File: src/rtl/dmem_pkg.sv
// Shared types and constants for the data-memory arbiter slice.
package dmem_pkg;

  typedef enum logic {
    ARB_IDLE,
    ARB_LOCKED
  } arb_state_t;

  localparam int DMEM_DEPTH = 1024;
  localparam int DMEM_AW    = 10;

  localparam int PORT_CORE = 0;
  localparam int PORT_DMA  = 1;

endpackage

File: src/rtl/dmem_addr_check.sv
// Byte-to-word address translation with alignment and range checks.
module dmem_addr_check #(
  parameter int DEPTH = 1024,
  parameter int AW    = 10
) (
  input  logic [31:0]   addr,
  output logic [AW-1:0] word_idx,
  output logic          misaligned,
  output logic          out_of_range
);

  assign word_idx     = addr[AW+1:2];
  assign misaligned   = |addr[1:0];
  assign out_of_range = (addr >= (32'(DEPTH) << 2));

endmodule

File: src/rtl/dmem_arbiter.sv
// Two-port round-robin arbiter for a single-port word memory, with port-1 burst lock.
// Optional performance counters are enabled by defining DMEM_ARB_PERF_EN.
module dmem_arbiter
  import dmem_pkg::*;
#(
  parameter int DEPTH = DMEM_DEPTH,
  parameter int AW    = DMEM_AW
) (
  input  logic        clk,
  input  logic        rst,
  input  logic [1:0]  req_valid,
  input  logic [1:0]  req_we,
  input  logic [31:0] req_addr0,
  input  logic [31:0] req_addr1,
  input  logic [31:0] req_wdata0,
  input  logic [31:0] req_wdata1,
  input  logic        req_lock,
  output logic [1:0]  req_ready,
  output logic [1:0]  rsp_valid,
  output logic [31:0] rsp_rdata,
  output logic        rsp_err,
  output logic        mem_we,
  output logic [31:0] mem_addr,
  output logic [31:0] mem_wdata,
  input  logic [31:0] mem_rdata
`ifdef DMEM_ARB_PERF_EN
  ,
  output logic [31:0] perf_grant0,
  output logic [31:0] perf_grant1,
  output logic [31:0] perf_conflict
`endif
);

  arb_state_t state, state_nxt;
  logic       rr_ptr, rr_ptr_nxt;
  logic [1:0] grant;

  logic          sel;
  logic          accept;
  logic [31:0]   win_addr;
  logic [AW-1:0] word_idx;
  logic          misaligned, out_of_range, addr_err;

  always_ff @(posedge clk or posedge rst) begin
    if (rst) begin
      state  <= ARB_IDLE;
      rr_ptr <= 1'b0;
    end else begin
      state  <= state_nxt;
      rr_ptr <= rr_ptr_nxt;
    end
  end

  // rr_ptr always points at the port that did not win; leaving a lock hands priority back to the core.
  always_comb begin
    grant      = 2'b00;
    state_nxt  = state;
    rr_ptr_nxt = rr_ptr;
    case (state)
      ARB_IDLE: begin
        if (req_valid == 2'b11) grant = rr_ptr ? 2'b10 : 2'b01;
        else                    grant = req_valid;
        if (grant[PORT_DMA] && req_lock) begin
          state_nxt  = ARB_LOCKED;
          rr_ptr_nxt = 1'b0;
        end else if (grant != 2'b00) begin
          rr_ptr_nxt = grant[PORT_CORE];
        end
      end
      ARB_LOCKED: begin
        grant[PORT_DMA] = req_valid[PORT_DMA];
        rr_ptr_nxt      = 1'b0;
        if (!req_valid[PORT_DMA] || !req_lock) state_nxt = ARB_IDLE;
      end
      default: state_nxt = ARB_IDLE;
    endcase
  end

  assign req_ready = rst ? 2'b00 : grant;
  assign accept    = |req_ready;
  assign sel       = req_ready[PORT_DMA];
  assign win_addr  = sel ? req_addr1 : req_addr0;

  dmem_addr_check #(
    .DEPTH(DEPTH),
    .AW   (AW)
  ) u_addr_check (
    .addr        (win_addr),
    .word_idx    (word_idx),
    .misaligned  (misaligned),
    .out_of_range(out_of_range)
  );

  assign addr_err  = misaligned | out_of_range;
  assign mem_addr  = {{(32-AW){1'b0}}, word_idx};
  assign mem_wdata = sel ? req_wdata1 : req_wdata0;
  assign mem_we    = accept & req_we[sel] & ~addr_err;

  // Read data is captured in the accept cycle so the memory is free for the next requester.
  always_ff @(posedge clk or posedge rst) begin
    if (rst) begin
      rsp_valid <= 2'b00;
      rsp_rdata <= 32'd0;
      rsp_err   <= 1'b0;
    end else begin
      rsp_valid <= req_ready;
      rsp_err   <= accept & addr_err;
      rsp_rdata <= (accept && !req_we[sel] && !addr_err) ? mem_rdata : 32'd0;
    end
  end

`ifdef DMEM_ARB_PERF_EN
  logic conflict;
  assign conflict = (&req_valid) | (req_valid[PORT_CORE] & (state == ARB_LOCKED));

  always_ff @(posedge clk or posedge rst) begin
    if (rst) begin
      perf_grant0   <= 32'd0;
      perf_grant1   <= 32'd0;
      perf_conflict <= 32'd0;
    end else begin
      if (req_ready[PORT_CORE]) perf_grant0 <= perf_grant0 + 32'd1;
      if (req_ready[PORT_DMA])  perf_grant1 <= perf_grant1 + 32'd1;
      if (conflict)             perf_conflict <= perf_conflict + 32'd1;
    end
  end
`endif

endmodule

File: config.mk
export PLATFORM = sky130hd
export DESIGN_NAME = dmem_arbiter
export DESIGN_NICKNAME = d
export VERILOG_FILES = /design/src/rtl/dmem_pkg.sv /design/src/rtl/dmem_addr_check.sv /design/src/rtl/dmem_arbiter.sv
export SDC_FILE = /design/constraint.sdc
export NUM_CORES = 1
export LEC_CHECK = 0
export CAP_MARGIN = 5
export CORE_AREA = 2 2 104 106
export DETAILED_ROUTE_END_ITERATION = 10
export DIE_AREA = 0 0 106 108
export DONT_BUFFER_PORTS = 1
export PLACE_DENSITY = 0.51
export SETUP_SLACK_MARGIN = 0.4
export SKIP_CTS_REPAIR_TIMING = 1
export SLEW_MARGIN = 20
export SYNTH_ARGS = -nofsm -noshare
export SYNTH_HDL_FRONTEND = slang
export SYNTH_HIERARCHICAL = 1
export SYNTH_SLANG_ARGS = --single-unit
File: constraint.sdc
create_clock -name clk -period 8.8 [get_ports clk]
set_input_delay 1.76 -clock clk [delete_from_list [all_inputs] [get_ports clk]]
set_output_delay 1.76 -clock clk [all_outputs]
set_load 0.01 [all_outputs]
[Word level (Yosys, flattened, before mapping)]
Cells that the tools add are included.
Storage, ports and cells
  bits of input ports: 167
  register bits after elaboration: 37
Operators by class
  order comparisons: 2
  bitwise gates (word level): 6
  equal/unequal tests: 2
  muxes and demuxes: 17
  reductions and logical operators: 11
Operators by type and width (count)
  32-bit two-way mux: 3
  32-bit by 13-bit >= comparator with 1-bit output, second input constant: 1
  2-bit two-way mux: 4
  1-bit two-way mux: 7
  1-bit one-hot mux with 2 select lines: 3
  1-bit zero test: 4
  2-bit OR reduction: 2
  1-bit AND: 3
  1-bit logical AND: 3
  3-bit inequality test, second input constant: 1
  2-bit == test, second input constant: 1
  1-bit by 2-bit < comparator with 1-bit output, second input constant: 1
  1-bit NOT: 2
  2-bit nonzero test: 1
  1-bit logical OR: 1
  1-bit OR: 1

[Logic depth before layout (Yosys ltp)]
  depth after elaboration: 11
  gate-level depth with buffers: 12
  gate-level depth less buffers: 9

[Hierarchy]
Netlist, hierarchy kept.
By module, submodules not included
  dmem_arbiter: area an instance 2702.6 sq um, cells each 190, instances 1
  dmem_addr_check: area an instance 123.9 sq um, cells each 18, instances 1

[Worst setup path after synthesis]
OpenSTA, ideal clock, no wires.
  path type: input -> output
  from: input port rst
  to: output port mem_we
  arrival time: 3733 ps
  path buffers: 2
  path slack: 3307 ps
  cell stages on the path: 11
  cells stage by stage: nand2b_1 > nor2_1 > buf_6 > buf_6 > mux2_4 > nor4_1 > and3_1 > nand3_1 > nor3_1 > o21ai_1 > o21ba_1
Between the ends
  cells in the longest elaborated chain, start to end: 6
  elaborated cells between the ends (all ways): 11
Ends and longest elaborated chain
  start, declared: RTL line dmem_arbiter.sv:10  | input logic rst,
  2-bit two-way mux: RTL line dmem_arbiter.sv:79  | assign req_ready = rst ? 2'b00 : grant;
  32-bit two-way mux: RTL line dmem_arbiter.sv:82  | assign win_addr = sel ? req_addr1 : req_addr0;
  named net win_addr[28]: RTL line dmem_arbiter.sv:40  | logic [31:0] win_addr;
  32-bit by 13-bit >= comparator with 1-bit output: RTL line dmem_addr_check.sv:14  | assign out_of_range = (addr >= (32'(DEPTH) << 2));
  named net out_of_range: RTL line dmem_arbiter.sv:42  | logic misaligned, out_of_range, addr_err;
  1-bit OR: RTL line dmem_arbiter.sv:94  | assign addr_err = misaligned | out_of_range;
  1-bit NOT: RTL line dmem_arbiter.sv:97  | assign mem_we = accept & req_we[sel] & ~addr_err;
  1-bit AND: RTL line dmem_arbiter.sv:97
  end, declared: RTL line dmem_arbiter.sv:22  | output logic mem_we,
The timed path passes the listed nets, and every way through them passes these cells. The select of a mux whose other input is x is not followed.

[Worst setup path in the final report]
Same ends and word-level chain as after synthesis.

==> metrics.md <==
| Metric | Value |
|---|---|
| DRC | `0` |
| Critical path cell sequence | `nand2b_1 > nor2_4 > mux2_2 > nor4_1 > and3_1 > nand3_1 > nor3_1 > o21ai_4 > buf_4 > o21ba_1` |
| Pleak | `1.206 nW` |
| Kind of critical path | `input pin to output port` |
| R2r setup slk | `between 5 and 6 ns` |
| Port buffer count | `0` |
| Clock-pin slew on the worst setup and hold paths | `about 0.07 ns` |
| RSZ-0062 raised after global routing | `false` |
| Unique masters post-synth | `27` |
| Vias/cell | `between 4 and 5` |
| HPWL Detailed | `5.724 mm` |
| Initial antenna violation count | `0` |
| Io pins | `~270` |
| Largest net degree at the start of global routing | `39` |
| Yosys warning count | `6` |
| Worst slew pin tran | `approximately 1.1 ns` |
| Critical path arrival | `about 5 ns` |
| Minimum clock period | `around 6.7 ns` |
| Seq pwr share | `45.7%` |
| First-pass GRT wire length | `9.142 mm` |
| Final layout net count | `360` |
| Critical path required time | `just over 7 ns` |
| Final count of negative-setup-slack endpoints | `0` |
| # fillers | `1043` |
| Iter 0 DRT Violations | `about 150` |
| Clock tree buffer depth | `2` |
| Critical path launch point type | `input pin` |
| WHS Path Cells | `1` |
| Final Max Tran Viols | `0` |
| Worst path slowest cell | `nor2_4` |
| Slew margin rel. | `a little over a quarter` |
| R2r startpoint | `rr_ptr$_DFFE_PP0P_` |
| Total gr overflow | `0` |
| CTS Buf Count | `5` |
| Final period utilization | `roughly 77%` |
| Mapped Cells | `208` |
| TNS Setup | `0 ns` |
| Internal cell power | `approximately 0.28 mW` |
| Hold EP | `rr_ptr$_DFFE_PP0P_` |
| WP buf/inv | `1` |
| CTS tree | `built` |
| Clock Latency Late Sink | `roughly 0.28 ns` |
| Outcome | `completed` |
| R2R Path End | `rsp_rdata[12]$_DFF_PP0_` |
| Hold WS | `between 0.5 and 0.6 ns` |
| Total Die Area | `about 11000 um2` |
| Worst hold path type | `flop to flop` |
| Num rows | `37` |
| Final ANT Viol Nets | `0` |
| Mapped Area | `approximately 2800 um2` |
| Sw Share | `a little over a quarter` |
| Setup crit end kind | `output port` |
| Antenna diodes | `0` |
| Fraction of layout cells with a size suffix above 1 | `around 58%` |
| Hold Fails Final Rpt | `0` |
| Vias in the first global route | `between 1k and 1.5k` |
| Clock share of power | `~31%` |
| GRT Overall Usage | `between 10% and 20%` |
| Starting density of the core | `around 28%` |
| Worst R2R Path Depth | `10` |
| H-tree levels | `2` |
| GP Congestion | `roughly 0.7` |
| Core ar. | `~10000 um2` |
| Seq cells post-synth | `37` |
| Clock Skew | `approximately 0.0069 ns` |
| MaxCap Viol Count | `0` |
| P&R area growth vs syn | `1.461%` |
| Post-DR wirelength/cell | `~22 um` |
| Register area share after synthesis | `around a third` |
| Crit-path max cell delay | `~0.85 ns` |
| Average size of a mapped cell | `about 14 um2` |
| Die span in x | `approximately 110 um` |
| Logic pwr share | `~23%` |
| Pre-Repair DR Iteration Count | `4` |
| Worst vdd ir | `~0.054 mV` |
| Pwr/cell area | `132.6 nW/um2` |
| Top Family by Delay on Critical Path | `simple AND/OR/NAND/NOR gates` |
| Final wirelength | `between 7 and 8 mm` |
| Hold Path Origin | `state$_DFF_PP0_` |
| Clk root buf | `clkbuf_8` |
| Total Power | `about 0.38 mW` |
| Peak Freq | `0.1483 GHz` |
| Peak fanout along the critical path | `33` |
| Psw | `around 0.10 mW` |
| CTS sink count | `37` |
| Die Height | `approximately 110 um` |
| Vias post-DR | `1578` |
==> power groups by stage <==
stage          clock network, mW  logic, mW  registers [mW]
6_report                   0.118     0.0881           0.174
3_5_place_dp                   0     0.0889           0.177
4_1_cts                    0.123     0.0891           0.174
2_1_floorplan                  0     0.0935           0.177
5_1_grt                    0.130     0.0936           0.174
3_3_place_gp                   0     0.0881           0.177
==> stage by stage <==
stage,instances,cell area (um2),setup slack [ns],util (%)
finish,329,2868,2.055,28.03
global route,329,2868,1.890,28.03
CTS,329,2868,2.027,28.03
detailed placement,322,2781,2.034,27.19
global placement,322,2781,2.109,27.19
floorplan,229,2905,3.307,-
==> flip-flops by register name (all words and copies together) (netlist names) <==
name and flops:
rr_ptr 1, rsp_err 1, rsp_rdata 32, rsp_valid 2
state 1
==> layout make-up <==
type | count | area (um2) | share of cell area, %
tap | 136 | 170.2 | 5.934
clock buffer | 7 | 86.33 | 3.010
inverter | 2 | 7.507 | 0.2618
sequential | 37 | 925.9 | 32.29
multi-input combinational | 142 | 1640 | 57.20
timing repair buffer | 5 | 37.54 | 1.309
==> cells by family (layout without fill, tap and decap cells) <==
| logic type | after synthesis | in the layout | synth area share (%) |
|---|---|---|---|
| compound gates | 5 | 5 | 1.372 |
| buf+inv | 50 | 14 | 12.93 |
| flops | 37 | 37 | 32.76 |
| mux | 65 | 65 | 32.36 |
| other cells | 1 | 22 | 0.1327 |
| simple gates | 50 | 50 | 20.45 |
==> cells in the mapped netlist <==
library cell  count  area share [%]
mux2_2           15             6.0
nor4b_1           3            0.93
nand2b_1          1            0.22
buf_2            10             1.8
nand2_1           2            0.27
conb_1            1            0.13
mux2_4           49              26
nor3b_4           1            0.66
a21oi_1           1            0.18
nor3b_2           1            0.44
dfrtp_1          37              33
nor2b_1           1            0.22
buf_4            32             8.5
nor3_1            1            0.18
or2_2             1            0.22
inv_1             2            0.27
o21ba_1           1            0.35
nor4b_2          29              15
nor4_1            5             1.1
o21a_1            1            0.27
mux2i_1           1            0.35
nor2_1            3            0.40
nand3_1           1            0.18
buf_6             6             2.4
o21ai_1           1            0.18
o221a_2           1            0.40
and3_1            1            0.22
==> worst reg2reg max path, cell delays in order (launching register included) <==
cell and delay, ns:
dfrtp_1 0.44, nor3b_4 0.10, nor2_4 0.84, mux2_2 0.45
nor4_1 0.33, and3_1 0.22, nand3_1 0.12, nor3_1 0.34
o21ai_4 0.09, buf_4 0.29, nor4b_2 0.34
==> layout by cell type (no fill, tap or decap) <==
master,instances
nor2_1,2
nor4_1,5
clkbuf_8,6
nor3_1,1
nand2b_1,1
nand2_1,2
o21ba_1,1
buf_4,5
inv_1,2
a21oi_1,1
nor2_4,1
nand3_1,1
mux2_2,15
or2_2,1
nor4b_2,29
o21ai_4,1
nor2b_1,1
and3_1,1
o21a_2,1
clkbuf_1,1
mux2_4,49
dfrtp_1,37
o221a_2,1
conb_1,22
nor4b_1,3
mux2i_1,1
nor3b_4,2
==> per-layer routing <==
layer / global-route usage (%) / vias to the layer above / wire (um)
met5: 0 / - / 0
met4: 2.256 / 0 / 42
met3: 3.918 / 5 / 776
met2: 19.12 / 129 / 3847
met1: 12.03 / 772 / 2448
li1: - / 672 / -
==> worst max-delay path by stage <==
| stage | startpoint | depth (start not counted) | to | slack (ns) |
|---|---|---|---|---|
| detailed placement | rst | 9 | mem_we | 2.03 |
| global route | rst | 9 | mem_we | 1.89 |
| CTS | rst | 9 | mem_we | 2.03 |
| finish | rst | 10 | mem_we | 2.05 |
| floorplan | rst | 11 | mem_we | 3.31 |
| global placement | rst | 10 | mem_we | 2.11 |
Power figures use the tool's default switching activity.
